<file path="src/rtl/timer_pkg.sv">
// timer_pkg: shared width, channel select and channel FSM state types for timer_tick_gen.
package timer_pkg;
  localparam int TIMER_DIV_W = 16;
  typedef enum logic {TIMER_CH1 = 1'b0, TIMER_CH2 = 1'b1} timer_ch_e;
  typedef enum logic {CH_IDLE, CH_PEND} timer_ch_state_e;
endpackage

</file>
<file path="src/rtl/timer_div_chan.sv">
// timer_div_chan: one prescaler channel with a shadow divisor applied at the period boundary.
// Optional square-wave output when TIMER_TICK_SQUARE_EN is defined.
module timer_div_chan import timer_pkg::*; #(
  parameter int DIV_W   = TIMER_DIV_W,
  parameter int DIV_RST = 100
) (
  input  logic             clk,
  input  logic             rst_n,
  input  logic             i_en,
  input  logic             i_acc,
  input  logic [DIV_W-1:0] i_div,
  output logic             o_idle,
  output logic             o_tick
`ifdef TIMER_TICK_SQUARE_EN
  ,
  output logic             o_sq
`endif
);
  timer_ch_state_e r_state, w_state_nxt;
  logic [DIV_W-1:0] r_cnt, r_div, r_shadow, w_cnt_nxt;
  logic w_wrap, w_apply, w_acc;
  assign w_wrap  = i_en & (r_cnt == r_div - 1'b1);
  assign w_acc   = i_acc & (r_state == CH_IDLE);
  assign w_apply = (r_state == CH_PEND) & (~i_en | w_wrap);
  assign o_idle  = (r_state == CH_IDLE);
  // While halted, a pending update restarts the period from zero with the new divisor.
  assign w_cnt_nxt = w_wrap ? '0 : i_en ? r_cnt + 1'b1 : w_apply ? '0 : r_cnt;
  always_comb begin
    w_state_nxt = r_state;
    if (w_acc) w_state_nxt = CH_PEND;
    else if (w_apply) w_state_nxt = CH_IDLE;
  end
  always_ff @(posedge clk or negedge rst_n) begin
    if (!rst_n) begin
      r_state  <= CH_IDLE;
      r_cnt    <= '0;
      r_div    <= DIV_W'(DIV_RST);
      r_shadow <= '0;
      o_tick   <= 1'b0;
    end else begin
      r_state <= w_state_nxt;
      r_cnt   <= w_cnt_nxt;
      o_tick  <= w_wrap;
      if (w_acc) r_shadow <= (i_div == '0) ? DIV_W'(1) : i_div;
      if (w_apply) r_div <= r_shadow;
    end
  end
`ifdef TIMER_TICK_SQUARE_EN
  always_ff @(posedge clk or negedge rst_n) begin
    if (!rst_n) o_sq <= 1'b0;
    else o_sq <= o_sq ^ w_wrap;
  end
`endif
endmodule

</file>
<file path="src/rtl/timer_tick_gen.sv">
// timer_tick_gen: two independent programmable tick prescalers with a shared cfg port.
// Define TIMER_TICK_SQUARE_EN to add the sq1/sq2 square-wave outputs.
module timer_tick_gen import timer_pkg::*; #(
  parameter int DIV_W    = TIMER_DIV_W,
  parameter int DIV1_RST = 100,
  parameter int DIV2_RST = 1000
) (
  input  logic             clk,
  input  logic             rst_n,
  input  logic             en,
  input  logic             cfg_valid,
  input  logic             cfg_sel,
  input  logic [DIV_W-1:0] cfg_div,
  output logic             cfg_ready,
  output logic             tick1,
  output logic             tick2
`ifdef TIMER_TICK_SQUARE_EN
  ,
  output logic             sq1,
  output logic             sq2
`endif
);
  logic w_idle1, w_idle2, w_acc1, w_acc2;
  assign cfg_ready = (cfg_sel == TIMER_CH2) ? w_idle2 : w_idle1;
  assign w_acc1 = cfg_valid & cfg_ready & (cfg_sel == TIMER_CH1);
  assign w_acc2 = cfg_valid & cfg_ready & (cfg_sel == TIMER_CH2);
  timer_div_chan #(.DIV_W(DIV_W), .DIV_RST(DIV1_RST)) u_ch1 (
    .clk(clk), .rst_n(rst_n), .i_en(en), .i_acc(w_acc1), .i_div(cfg_div),
    .o_idle(w_idle1), .o_tick(tick1)
`ifdef TIMER_TICK_SQUARE_EN
    , .o_sq(sq1)
`endif
  );
  timer_div_chan #(.DIV_W(DIV_W), .DIV_RST(DIV2_RST)) u_ch2 (
    .clk(clk), .rst_n(rst_n), .i_en(en), .i_acc(w_acc2), .i_div(cfg_div),
    .o_idle(w_idle2), .o_tick(tick2)
`ifdef TIMER_TICK_SQUARE_EN
    , .o_sq(sq2)
`endif
  );
endmodule

</file>
<file path="config.mk">
export PLATFORM = sky130hd
export DESIGN_NAME = timer_tick_gen
export DESIGN_NICKNAME = d
export VERILOG_FILES = /design/src/rtl/timer_pkg.sv /design/src/rtl/timer_div_chan.sv /design/src/rtl/timer_tick_gen.sv
export SDC_FILE = /design/constraint.sdc
export NUM_CORES = 1
export LEC_CHECK = 0
export CORE_MARGIN = 5
export CORE_UTILIZATION = 59
export DETAILED_ROUTE_END_ITERATION = 8
export GPL_ROUTABILITY_DRIVEN = 0
export GPL_TIMING_DRIVEN = 1
export PLACE_DENSITY = 0.78
export SYNTH_ARGS = -nofsm -noshare
export SYNTH_HDL_FRONTEND = slang
export SYNTH_SLANG_ARGS = --single-unit
</file>
<file path="constraint.sdc">
create_clock -name clk -period 4.4 [get_ports clk]
set_input_delay 0.88 -clock clk [delete_from_list [all_inputs] [get_ports clk]]
set_output_delay 0.88 -clock clk [all_outputs]
set_load 0.01 [all_outputs]
</file>
==> results.toml <==
[drt]
wirelength_um = 11400
vias = 3972
vias_per_cell = 6.14
drtIter0Drc = 329
antenna_left = 0
drcViolationCount = 0
routedWlPerCell_um = 17.6
drt_pass1_iterations = 4

[final_layout]
diodes = 0
fin_nets = 556
drive_gt1_share_pct = 18.5
layout_common_cells = "91 x dfrtp_1, 51 x mux2_2, 42 x nand2_1"
area_delta_synth_final_pct = 8.95
final_common_cell = "dfrtp_1"
fillers = 720

[critical_path]
reg2reg_depth = 10
critical_path_required_ps = 4620
critPathCapture = "u_ch1.r_cnt[15]$_DFFE_PN0P_"
start_kind = "register"
r2r_slack_ps = 690
worstPathArrival_ps = 3930
cp_max_fo = 9
path_class = "register to register"
end_kind = "register"
cp-startpoint = "u_ch1.r_div[0]$_DFFE_PN0P_"
r2r_start = "u_ch1.r_div[0]$_DFFE_PN0P_"
worstReg2RegEnd = "u_ch1.r_cnt[15]$_DFFE_PN0P_"

[sta]
clock_skew_ps = 14.2
fmax_mhz = 270
fin_crit_ps = 3710
relSlewSlack_pct = 32.7
worst_pin_slew_ps = 1010
finalSetupTns_ps = 0
rsz0062_at_grt = "no"
finalSetupViolations = 0
hold_viol_final = 0
slew_viol_final = 0
fin_crit_sh_pct = 84.3
holdWs_ps = 499

[die]
die_x_um = 106
start_util_pct = 59.7
io_pins = 24
die_y_um = 106
rows = 35
dieArea_um2 = 11200
core_um2 = 9110

[power_and_ir_drop]
finalPower_w = 0.00291
power.density_nw_per_um2 = 492
peakVddDrop_uv = 296
p_leak_nw = 2.44

[synthesis]
ys_types = 58
yosys_warnings = 0
synth_area_um2 = 5440
synth_seq_cells = 100
synth_edf_count = 0
synth_cells = 516
synth_flop_cell = "dfrtp_1"
synth-seq-area-share_pct = 46.2
synth_top_area_share_pct = 41.9
yosys.area.top_type = "dfrtp_1"
synthTopCellsByArea = "dfrtp_1 42%, mux2_2 11%, dfstp_2 4.4%"
syn_nets = 541
syn_area_per_cell_um2 = 10.5
async_reset_ff_share_pct = 100

[cts]
htree_levels = 3
clock_latency_ps = 360
cts_inserted_buffers = 9
holdBufCountCts = 0
clockRootBuffer = "clkbuf_8"
clk_pin_slew_ps = 110
clk_path_buf_depth = 2
cts_post_setup_buffers_inserted = 0
cts_tree = "built"
post_cts_resized = 0
cts.sinks = 100

[global_routing]
grt_pass1_wl_um = 19600
grt-ovfl-total = 0
antenna_found_initial = 0
grt_pass1_vias = 3897
grt_max_degree = 79
grt_usage_pct = 21.8

[job]
drv_cap = 0

[outcome]
outcome = "complete, no violations"

[placed_design]
hpwl_um = 8470
portBuffers = 23

[min_path]
hold_class = "register to register"
[kinds of logic (layout without fill, tap and decap cells)]
kind of cell | count (synthesis) | after routing | synth area share, %
AND/OR/NAND/NOR | 197 | 197 | 19.1
flip-flops | 100 | 100 | 46.2
AO/OA/AOI/OAI | 70 | 70 | 9.46
multiplexers | 64 | 64 | 13.9
XOR/XNOR | 47 | 47 | 7.57
buffers and inverters | 34 | 54 | 2.79
adder cells (fa/ha/maj) | 4 | 4 | 0.921
[metal layers]
layer	up-vias	routed length, um	global-route usage [%]
li1	1901	-	-
met1	1965	5340	31.6
met2	95	5420	34.2
met3	11	461	2.98
met4	0	139	6.48
met5	-	0	0
[power by group]
part	total, W	internal, W	leakage, nW	switching (W)
clock	0.000591	0.000239	0.104	0.000351
combinational	0.000861	0.000454	1.10	0.000407
sequential	0.00146	0.00116	1.24	0.000297
[synthesized netlist by cell type (3+ instances only)]
library cell / count
nand4_1: 11
ha_1: 4
nor3b_1: 5
a21oi_1: 10
xnor2_1: 26
a211o_1: 5
dfstp_2: 9
o31ai_1: 4
mux2_2: 51
xor2_1: 21
o2111ai_1: 4
a22o_1: 4
nand2_1: 42
nor3_1: 22
o21ai_0: 14
nor2b_1: 5
dfrtp_1: 91
clkbuf_1: 13
or4_1: 8
inv_1: 13
nand2b_1: 9
o311ai_0: 4
or3_1: 7
and3_1: 5
mux2_4: 10
nor2_1: 34
nand3_1: 24
o22ai_1: 4
nand3b_1: 4
nor4_1: 10
buf_2: 4
o211ai_1: 3
[critical path, cell delays in order (launching register included)]
cell	delay, ps
dfrtp_1	450
inv_1	80
ha_1	180
nor3b_1	640
a21boi_0	240
or3b_1	410
a21oi_1	200
nor2_1	120
or4_1	530
o31ai_2	570
nor2_1	130
[registers in the layout (all words and copies together), names as in the netlist]
register        cells
u_ch1.r_cnt        16
u_ch1.r_div        16
u_ch2.r_state       1
u_ch2.o_tick        1
u_ch2.r_shadow     16
u_ch2.r_cnt        16
u_ch1.o_tick        1
u_ch2.r_div        16
u_ch1.r_shadow     16
u_ch1.r_state       1
[layout make-up]
cell class                      instances  area (um2)  share of cell area, %
Clock buffer                           10         138                   2.32
Clock inverter                          6        65.1                   1.10
Inverter                               13        48.8                  0.824
Multi-Input combinational cell        382        2780                   46.9
Sequential cell                       100        2510                   42.4
Tap cell                              111         139                   2.35
Timing Repair Buffer                   25         243                   4.10
[through the flow]
stage                     util, %  instances  area (um2)  setup slack [ps]
after global routing         65.0        647        5920               482
after detailed placement     62.8        631        5720               772
after floorplan                 -        516        5440              1380
after global placement       62.8        631        5720               912
after CTS                    65.0        647        5920               733
final                        65.0        647        5920               692
[worst min-delay path by stage]
| stage | from | end | depth (start not counted) |
|---|---|---|---|
| after detailed placement | u_ch2.r_shadow[8]$_DFFE_PN0P_ | u_ch2.r_div[8]$_DFFE_PN1P_ | 1 |
| after CTS | u_ch2.r_shadow[8]$_DFFE_PN0P_ | u_ch2.r_div[8]$_DFFE_PN1P_ | 1 |
| after global placement | u_ch2.r_shadow[8]$_DFFE_PN0P_ | u_ch2.r_div[8]$_DFFE_PN1P_ | 1 |
| after floorplan | u_ch2.r_shadow[0]$_DFFE_PN0P_ | u_ch2.r_shadow[0]$_DFFE_PN0P_ | 2 |
| after global routing | u_ch2.r_shadow[8]$_DFFE_PN0P_ | u_ch2.r_div[8]$_DFFE_PN1P_ | 1 |
| final | u_ch2.r_shadow[0]$_DFFE_PN0P_ | u_ch2.r_shadow[0]$_DFFE_PN0P_ | 2 |
No activity file was read; power rests on OpenSTA's default activity.
